File: src/rtl/logic_unit_pipe.sv
// logic_unit_pipe: bitwise logic unit feeding a DEPTH-entry result FIFO.
// Operands are accepted with a valid/ready handshake, the result of the selected op is
// written into the FIFO, and the head entry is presented with its own valid/ready handshake.
// Optional feature macro: LOGIC_REDUCE_EN adds out_flags = {^r, |r, &r} stored with each result.
module logic_unit_pipe #(
    parameter int unsigned WIDTH = 8,
    parameter int unsigned DEPTH = 4
) (
    input  logic                     clk,
    input  logic                     rst_n,
    input  logic                     in_valid,
    output logic                     in_ready,
    input  logic [2:0]               op,
    input  logic [WIDTH-1:0]         a,
    input  logic [WIDTH-1:0]         b,
    output logic                     out_valid,
    input  logic                     out_ready,
    output logic [WIDTH-1:0]         out_data,
`ifdef LOGIC_REDUCE_EN
    output logic [2:0]               out_flags,
`endif
    output logic [$clog2(DEPTH):0]   count
);

    localparam int unsigned PtrW = $clog2(DEPTH);
    localparam int unsigned CntW = PtrW + 1;
    localparam logic [CntW-1:0] CntFull = CntW'(DEPTH);
    localparam logic [CntW-1:0] CntZero = '0;
    localparam logic [PtrW-1:0] PtrOne  = PtrW'(1);
    localparam logic [CntW-1:0] CntOne  = CntW'(1);

    logic [WIDTH-1:0] mem_q [DEPTH];
    logic [PtrW-1:0]  wr_ptr_q, wr_ptr_d;
    logic [PtrW-1:0]  rd_ptr_q, rd_ptr_d;
    logic [CntW-1:0]  count_q, count_d;
    logic [WIDTH-1:0] out_data_q, out_data_d;
    logic [WIDTH-1:0] result;
    logic             push, pop;

`ifdef LOGIC_REDUCE_EN
    logic [2:0] flag_mem_q [DEPTH];
    logic [2:0] out_flags_q, out_flags_d;
    logic [2:0] result_flags;
`endif

    // Handshakes depend on registered state only; full/empty come straight from count_q.
    assign in_ready  = (count_q != CntFull);
    assign out_valid = (count_q != CntZero);
    assign push      = in_valid && in_ready;
    assign pop       = out_valid && out_ready;
    assign out_data  = out_data_q;
    assign count     = count_q;

    // Bitwise operation decode.
    always_comb begin
        result = '0;
        case (op)
            3'b000:  result = a & b;
            3'b001:  result = a | b;
            3'b010:  result = ~a;
            3'b011:  result = ~(a & b);
            3'b100:  result = ~(a | b);
            3'b101:  result = a ^ b;
            3'b110:  result = ~(a ^ b);
            default: result = a;
        endcase
    end

`ifdef LOGIC_REDUCE_EN
    assign result_flags = {^result, |result, &result};
    assign out_flags    = out_flags_q;
`endif

    // Pointer/count update and selection of the next head entry.
    always_comb begin
        wr_ptr_d   = push ? wr_ptr_q + PtrOne : wr_ptr_q;
        rd_ptr_d   = pop ? rd_ptr_q + PtrOne : rd_ptr_q;
        count_d    = count_q;
        out_data_d = out_data_q;
`ifdef LOGIC_REDUCE_EN
        out_flags_d = out_flags_q;
`endif
        if (push && !pop) begin
            count_d = count_q + CntOne;
        end else if (!push && pop) begin
            count_d = count_q - CntOne;
        end
        // The output register preloads the next head; when the FIFO drains it keeps its
        // last value. If the incoming result becomes the head, bypass the memory.
        if (count_d != CntZero) begin
            if (push && (wr_ptr_q == rd_ptr_d)) begin
                out_data_d = result;
`ifdef LOGIC_REDUCE_EN
                out_flags_d = result_flags;
`endif
            end else begin
                out_data_d = mem_q[rd_ptr_d];
`ifdef LOGIC_REDUCE_EN
                out_flags_d = flag_mem_q[rd_ptr_d];
`endif
            end
        end
    end

    // Control and output registers; async reset discards everything queued.
    always_ff @(posedge clk or negedge rst_n) begin
        if (!rst_n) begin
            wr_ptr_q   <= '0;
            rd_ptr_q   <= '0;
            count_q    <= '0;
            out_data_q <= '0;
`ifdef LOGIC_REDUCE_EN
            out_flags_q <= '0;
`endif
        end else begin
            wr_ptr_q   <= wr_ptr_d;
            rd_ptr_q   <= rd_ptr_d;
            count_q    <= count_d;
            out_data_q <= out_data_d;
`ifdef LOGIC_REDUCE_EN
            out_flags_q <= out_flags_d;
`endif
        end
    end

    // Result storage; contents are only visible through the pointers, so no reset needed.
    always_ff @(posedge clk) begin
        if (push) begin
            mem_q[wr_ptr_q] <= result;
`ifdef LOGIC_REDUCE_EN
            flag_mem_q[wr_ptr_q] <= result_flags;
`endif
        end
    end

endmodule
File: config.mk
export PLATFORM = sky130hd
export DESIGN_NAME = logic_unit_pipe
export DESIGN_NICKNAME = d
export VERILOG_FILES = /design/src/rtl/logic_unit_pipe.sv
export SDC_FILE = /design/constraint.sdc
export NUM_CORES = 1
export LEC_CHECK = 0
export CAP_MARGIN = 10
export CORE_MARGIN = 2
export CORE_UTILIZATION = 52
export DETAILED_ROUTE_END_ITERATION = 16
export GPL_TIMING_DRIVEN = 0
export PLACE_DENSITY = 0.79
export SETUP_SLACK_MARGIN = 0.15
export SYNTH_ARGS = -nofsm -noshare
export SYNTH_HDL_FRONTEND = slang
export SYNTH_SLANG_ARGS = --single-unit
File: constraint.sdc
create_clock -name clk -period 2.35 [get_ports clk]
set_input_delay 0.3525 -clock clk [delete_from_list [all_inputs] [get_ports clk]]
set_output_delay 0.3525 -clock clk [all_outputs]
set_load 0.02 [all_outputs]
Word level (Yosys, flattened, before mapping)
Memory sizes are Yosys's and may differ from the RTL's. A register that Yosys moved wholly into a read port is not among the register bits.
Index checks and enable logic that the tools add are counted.
{ "totals": {"mem_count": 1, "mem_bits_rw": 32, "out_inout_bits": 13, "reg_bits": 7, "wordCells": 38} }
{ "classes": {"n_addsub": 4, "muxes": 6, "n_eq_ne": 7, "bitwise_logic": 7, "n_reduce_logical": 10} }
{ "memory_table": {"columns": ["memory", "depth", "word_bits", "rd", "rd_clocked_by_memory_dff", "write_ports", "line_no", "text"], "rows": [
  ["mem_q", 4, 8, 1, 1, 1, "32", "logic [WIDTH-1:0] mem_q [DEPTH];"]
]} }
{ "op_table": {"columns": ["cell", "n"], "rows": [
  ["8-bit one-hot mux with 7 select lines", 1],
  ["8-bit inverter", 4],
  ["3-bit equality test, second input constant", 3],
  ["8-bit bitwise AND", 1],
  ["8-bit OR", 1],
  ["8-bit XOR", 1],
  ["3-bit by 2-bit equality test with 1-bit output, second input constant", 2],
  ["3-bit 2-to-1 mux", 2],
  ["3-bit nonzero test", 2],
  ["2-bit by 1-bit adder with 2-bit output, second input constant", 2],
  ["1-bit logical AND", 4],
  ["3-bit by 1-bit adder with 3-bit output, second input constant", 1],
  ["3-bit by 1-bit equality test with 1-bit output, second input constant", 1],
  ["1-bit logical NOT", 3],
  ["3-bit logical NOT", 1],
  ["3-bit != test, second input constant", 1],
  ["3-bit by 1-bit subtractor with 3-bit output, second input constant", 1],
  ["1-bit 2-to-1 mux", 2],
  ["2-bit 2-to-1 mux", 1]
]} }

Longest topological paths before layout
{ "depth": {"word_depth": 7, "ltp_mapped": 13} }

Worst setup path after synthesis
No wires, ideal clock.
{ "synth_timing": {"path_type": "reg2reg", "from": "register count_q[0] (netlist: count[0])", "to": "register out_data_q[6] (netlist: out_data[6]), read port of mem_q", "synth_period_minus_slack_ps": 2415, "setup_slack_ps": -65, "t_arrival_ps": 2291, "path_stages_with_launch": 13, "required_ps": 2226, "cell_sequence": "dfrtp_1 > inv_1 > ha_1 > buf_6 > nor2b_4 > buf_6 > inv_6 > and3_4 > xnor2_1 > and3_1 > buf_2 > and2_0 > a211o_1"} }
{ "synth_via": {"word_cells_on_any_way": 14, "classes_between": "add/sub (2); eq/ne (1); mux (3); reduce/logical (8)"} }
{ "synth_lines": {"columns": ["item", "line_no", "text"], "rows": [
  ["start, declared", "35", "logic [CntW-1:0] count_q, count_d;"],
  ["start signal, assigned", "118", "count_q <= count_d;"],
  ["3-bit nonzero test *", "48", "assign out_valid = (count_q != CntZero);"],
  ["net out_valid", "16", "output logic out_valid,"],
  ["1-bit logical AND *", "50", "assign pop = out_valid && out_ready;"],
  ["1-bit logical AND / 1-bit logical NOT (equally long branches)", "85, 83", null],
  ["3-bit 2-to-1 mux / 1-bit logical AND (equally long branches)", "85, 83", null],
  ["3-bit 2-to-1 mux", "83", "if (push && !pop) begin"],
  ["3-bit nonzero test", "90", "if (count_d != CntZero) begin"],
  ["end, declared", "36", "logic [WIDTH-1:0] out_data_q, out_data_d;"]
]} }
The timed path passes the listed nets; every way through them passes the cells marked *.
A chain may end at the register's enable or synchronous reset.

Final worst setup path
{ "layout_timing": {"from": "register count_q[0] (netlist: count[0])", "to": "register out_data_q[7] (netlist: out_data[7]), read port of mem_q"} }
{ "layout_via": {"elab_chain_len": 7, "word_cells_on_any_way": 14, "classes_between": "add/sub (2); eq/ne (1); mux (3); reduce/logical (8)"} }
{ "layout_rtl": {"columns": ["item"], "rows": [
  ["branches (longest 7 deep; another with 3-bit by 1-bit subtractor with 3-bit output)"]
]} }
Parallel ways; which one is timed is not known.

==> impl_results.md <==
* Status: complete, no violations
* FF-to-FF Start: count[0]$_DFF_PN0_
* GPL Wtd Cong at 0.8516
* Antenna violations before repair at 0
* Final #Nets at 456
* Crit path capture type: register
* Crit path from: count[0]$_DFF_PN0_
* Detailed Route Iter0 Violations at 205
* Total grt overflow at 0
* #FFs+latches synth at 47
* Setup Viol. Count Final at 0
* Worst Tran Pin Value at 0.7878 ns
* Initial core utilization at 54.53%
* Commonest non-fill, non-tap cell in the layout: edfxtp_1
* FILL cells at 444
* Worst hold margin at 0.4958 ns
* Std-Cell Rows at 28
* Cell taking the most area after synthesis: edfxtp_1
* Synth Instances at 350
* PortBufs at 33
* Root Buffer: clkbuf_8
* Buf/Inv on CP at 5
* Worst path arrival time at 2.46 ns
* Crit-path cells: inv_2 -> ha_4 -> buf_6 -> nor2b_4 -> buf_8 -> inv_8 -> a21oi_4 -> mux2i_1 -> a211o_1 -> buf_6 -> o2111a_1 -> a211o_1
* Die Height at 83.49 um
* Max Fclk at 0.4394 GHz
* Critical path depth at 12
* CTS HTree Levels at 2
* Slowest-stage cell, CP: dfrtp_2
* Clock-pin slew on the worst setup and hold paths at 0.10 ns
* Share of power burned in registers at 28.0%
* GRT Util Overall at 22.43%
* Gate power share at 61.6%
* Class of the worst hold path: in2async
* Max-cap violations at 0
* Most frequent cells in the layout: edfxtp_1 (32), clkdlybuf4s50_1 (31), inv_1 (27)
* Routed WL at 7988 um
* Final core utilization at 68.25%
* Via density at 5.984
* ANT nets after route at 0
* Sw frac at 41.16%
* Drt pass-1 iters at 5
* Vias in the first global route at 2,767
* Crit path required time at 2.54 ns
* R2r worst-path depth at 12
* RSZ-0062 raised after global routing: true
* Crit-path max FO at 8
* P_leak at 1.675 nW
* Worst setup SP type: register
* Share of post-route cells with drive strength above 1 at 19.71%
* Ys async rst share at 31.91%
* Largest net degree at the start of global routing at 16
* Routed via count at 2,908
* Critical path's top delay family: compound AO/OA/AOI/OAI gates
* Total CTS buffers at 5
* Syn_area_per_cell at 9.388 um^2
* Yosys cell types at 62
* DR WL/cell at 16.44 um
* Clk sinks at 47
* CTS tree: yes
* Syn Nets at 396
* Slew headroom at 47.32%
* Clock power share at 10.4%
* Ant diodes at 0
* Sequential share of the synthesized area at 40.67%
* Switching pwr at 1.925 mW
* Dpl hpwl at 5379 um
* Most used DFF post-synth: edfxtp_1
* Synthesized area at 3286 um^2
* CP Class: reg2reg
* Core Box Area at 6026 um^2
* # IOs at 36
* CP peak stage delay at 0.44 ns
* Post-synth EDFFs at 32
* Synth Warn # at 0
* Die area at 6971 um^2
* Final hold vios at 0
* Worst vdd ir at 0.0007355 V
* Synth-to-layout area growth at 25.17%
* Skew final at 0.01366 ns
* Clk_lat worst skew at 0.30 ns
* Power Density at 1137 nW/um^2
* Min cycle time layout at 2.276 ns
* Synth top area cells: edfxtp_1 (29%), dfrtp_1 (11%), ha_1 (8.8%)
* Internal at 2.752 mW
* Synth top area share at 29.25%
* Chip width at 83.49 um
* DR DRC count at 0
* R2R Setup Slk at 0.07 ns
* First-pass GRT wire length at 12,810 um
* CTS Hold Bufs at 0
* Fin. max-slew vios at 0
* Clk buf depth at 2
* Final worst-path cycle share at 96.84%
==> cell families after synthesis <==
kind of cell	synth area share, %
mux	3.161
compound gates	20.64
flops	40.67
xor+xnor	1.866
fa+ha+maj	8.759
simple gates	17.59
buf+inv	7.311
==> per-layer routing <==
layer	track usage, %	share of wire, %	vias up
li1	-	-	1406
met1	27.08	42	1379
met2	39.59	50	106
met3	2.671	5.2	17
met4	11.00	2.6	0
met5	0	0	-
==> cell type report <==
cell class                      instances  area [um^2]  area share [%]
Buffer                                 20        135.1           3.286
Clock buffer                            6        72.57           1.765
Clock inverter                          2        12.51          0.3042
Inverter                               32        127.6           3.103
Multi-Input combinational cell        251         1829           44.48
Sequential cell                        47         1339           32.55
Tap cell                               75        93.84           2.282
Timing Repair Buffer                   53        503.0           12.23
==> cells in the mapped netlist, drive strengths merged, types with 4 or more instances <==
master / count
a211o: 7
a21oi: 15
a221oi: 4
a31oi: 6
and2: 7
buf: 14
clkbuf: 6
dfrtp: 15
edfxtp: 32
ha: 23
inv: 30
mux2i: 7
nand2: 25
nand3: 16
nor2: 26
nor2b: 4
nor3: 23
o2111ai: 4
o211ai: 6
o21ai: 20
o31ai: 4
xnor2: 4
==> power groups by stage <==
stage / combinational (mW) / sequential (mW) / clock [mW]
floorplan: 1.56 / 1.43 / 0
global placement: 2.26 / 1.33 / 0
detailed placement: 2.33 / 1.34 / 0
CTS: 2.65 / 1.30 / 0.482
global route: 3.10 / 1.34 / 0.523
finish: 2.88 / 1.31 / 0.486
==> state kept, by name, summed over array words and instances (netlist names) <==
signal,cells
wr_ptr_q,2
mem_q,32
count,3
rd_ptr_q,2
out_data,8
==> worst reg2reg max path, stage by stage, from the launching register on <==
cell and delay, ns:
dfrtp_2 0.44, inv_2 0.09, ha_4 0.12, buf_6 0.11, nor2b_4 0.14, buf_8 0.15
inv_8 0.06, a21oi_4 0.12, mux2i_1 0.08, a211o_1 0.33, buf_6 0.16, o2111a_1 0.13
a211o_1 0.24
==> final timing paths <==
| path | endpoint |
|---|---|
| hold / removal | wr_ptr_q[1]$_DFFE_PN0P_ |
| hold reg to reg | out_data[0]$_DFFE_PN0P_ |
| min in group clk | out_data[0]$_DFFE_PN0P_ |
| setup / recovery | out_data[7]$_DFFE_PN0P_ |
| setup reg to reg | out_data[7]$_DFFE_PN0P_ |
| max in group asynchronous | count[1]$_DFF_PN0_ |
==> per-stage QoR <==
stage               power, mW  area, um^2  TNS, ns  setup WS (ns)  std cells
global route            4.965        4113        0        0.03908        486
floorplan               2.991        3332        0         0.1484        350
CTS                     4.436        4003        0         0.1285        483
finish                  4.677        4113        0        0.07436        486
detailed placement      3.667        3756   -5.465        -0.4318        458
global placement        3.584        3756   -4.437        -0.3857        458
==> what timing repair did <==
action | CTS | global route
resized for setup | 12 | 21
buffers inserted | 16 | 2
cloned | 1 | 1
pin swaps | 3 | 5
endpoints found under the setup margin | 21 | 18
Power figures use the tool's default switching activity.
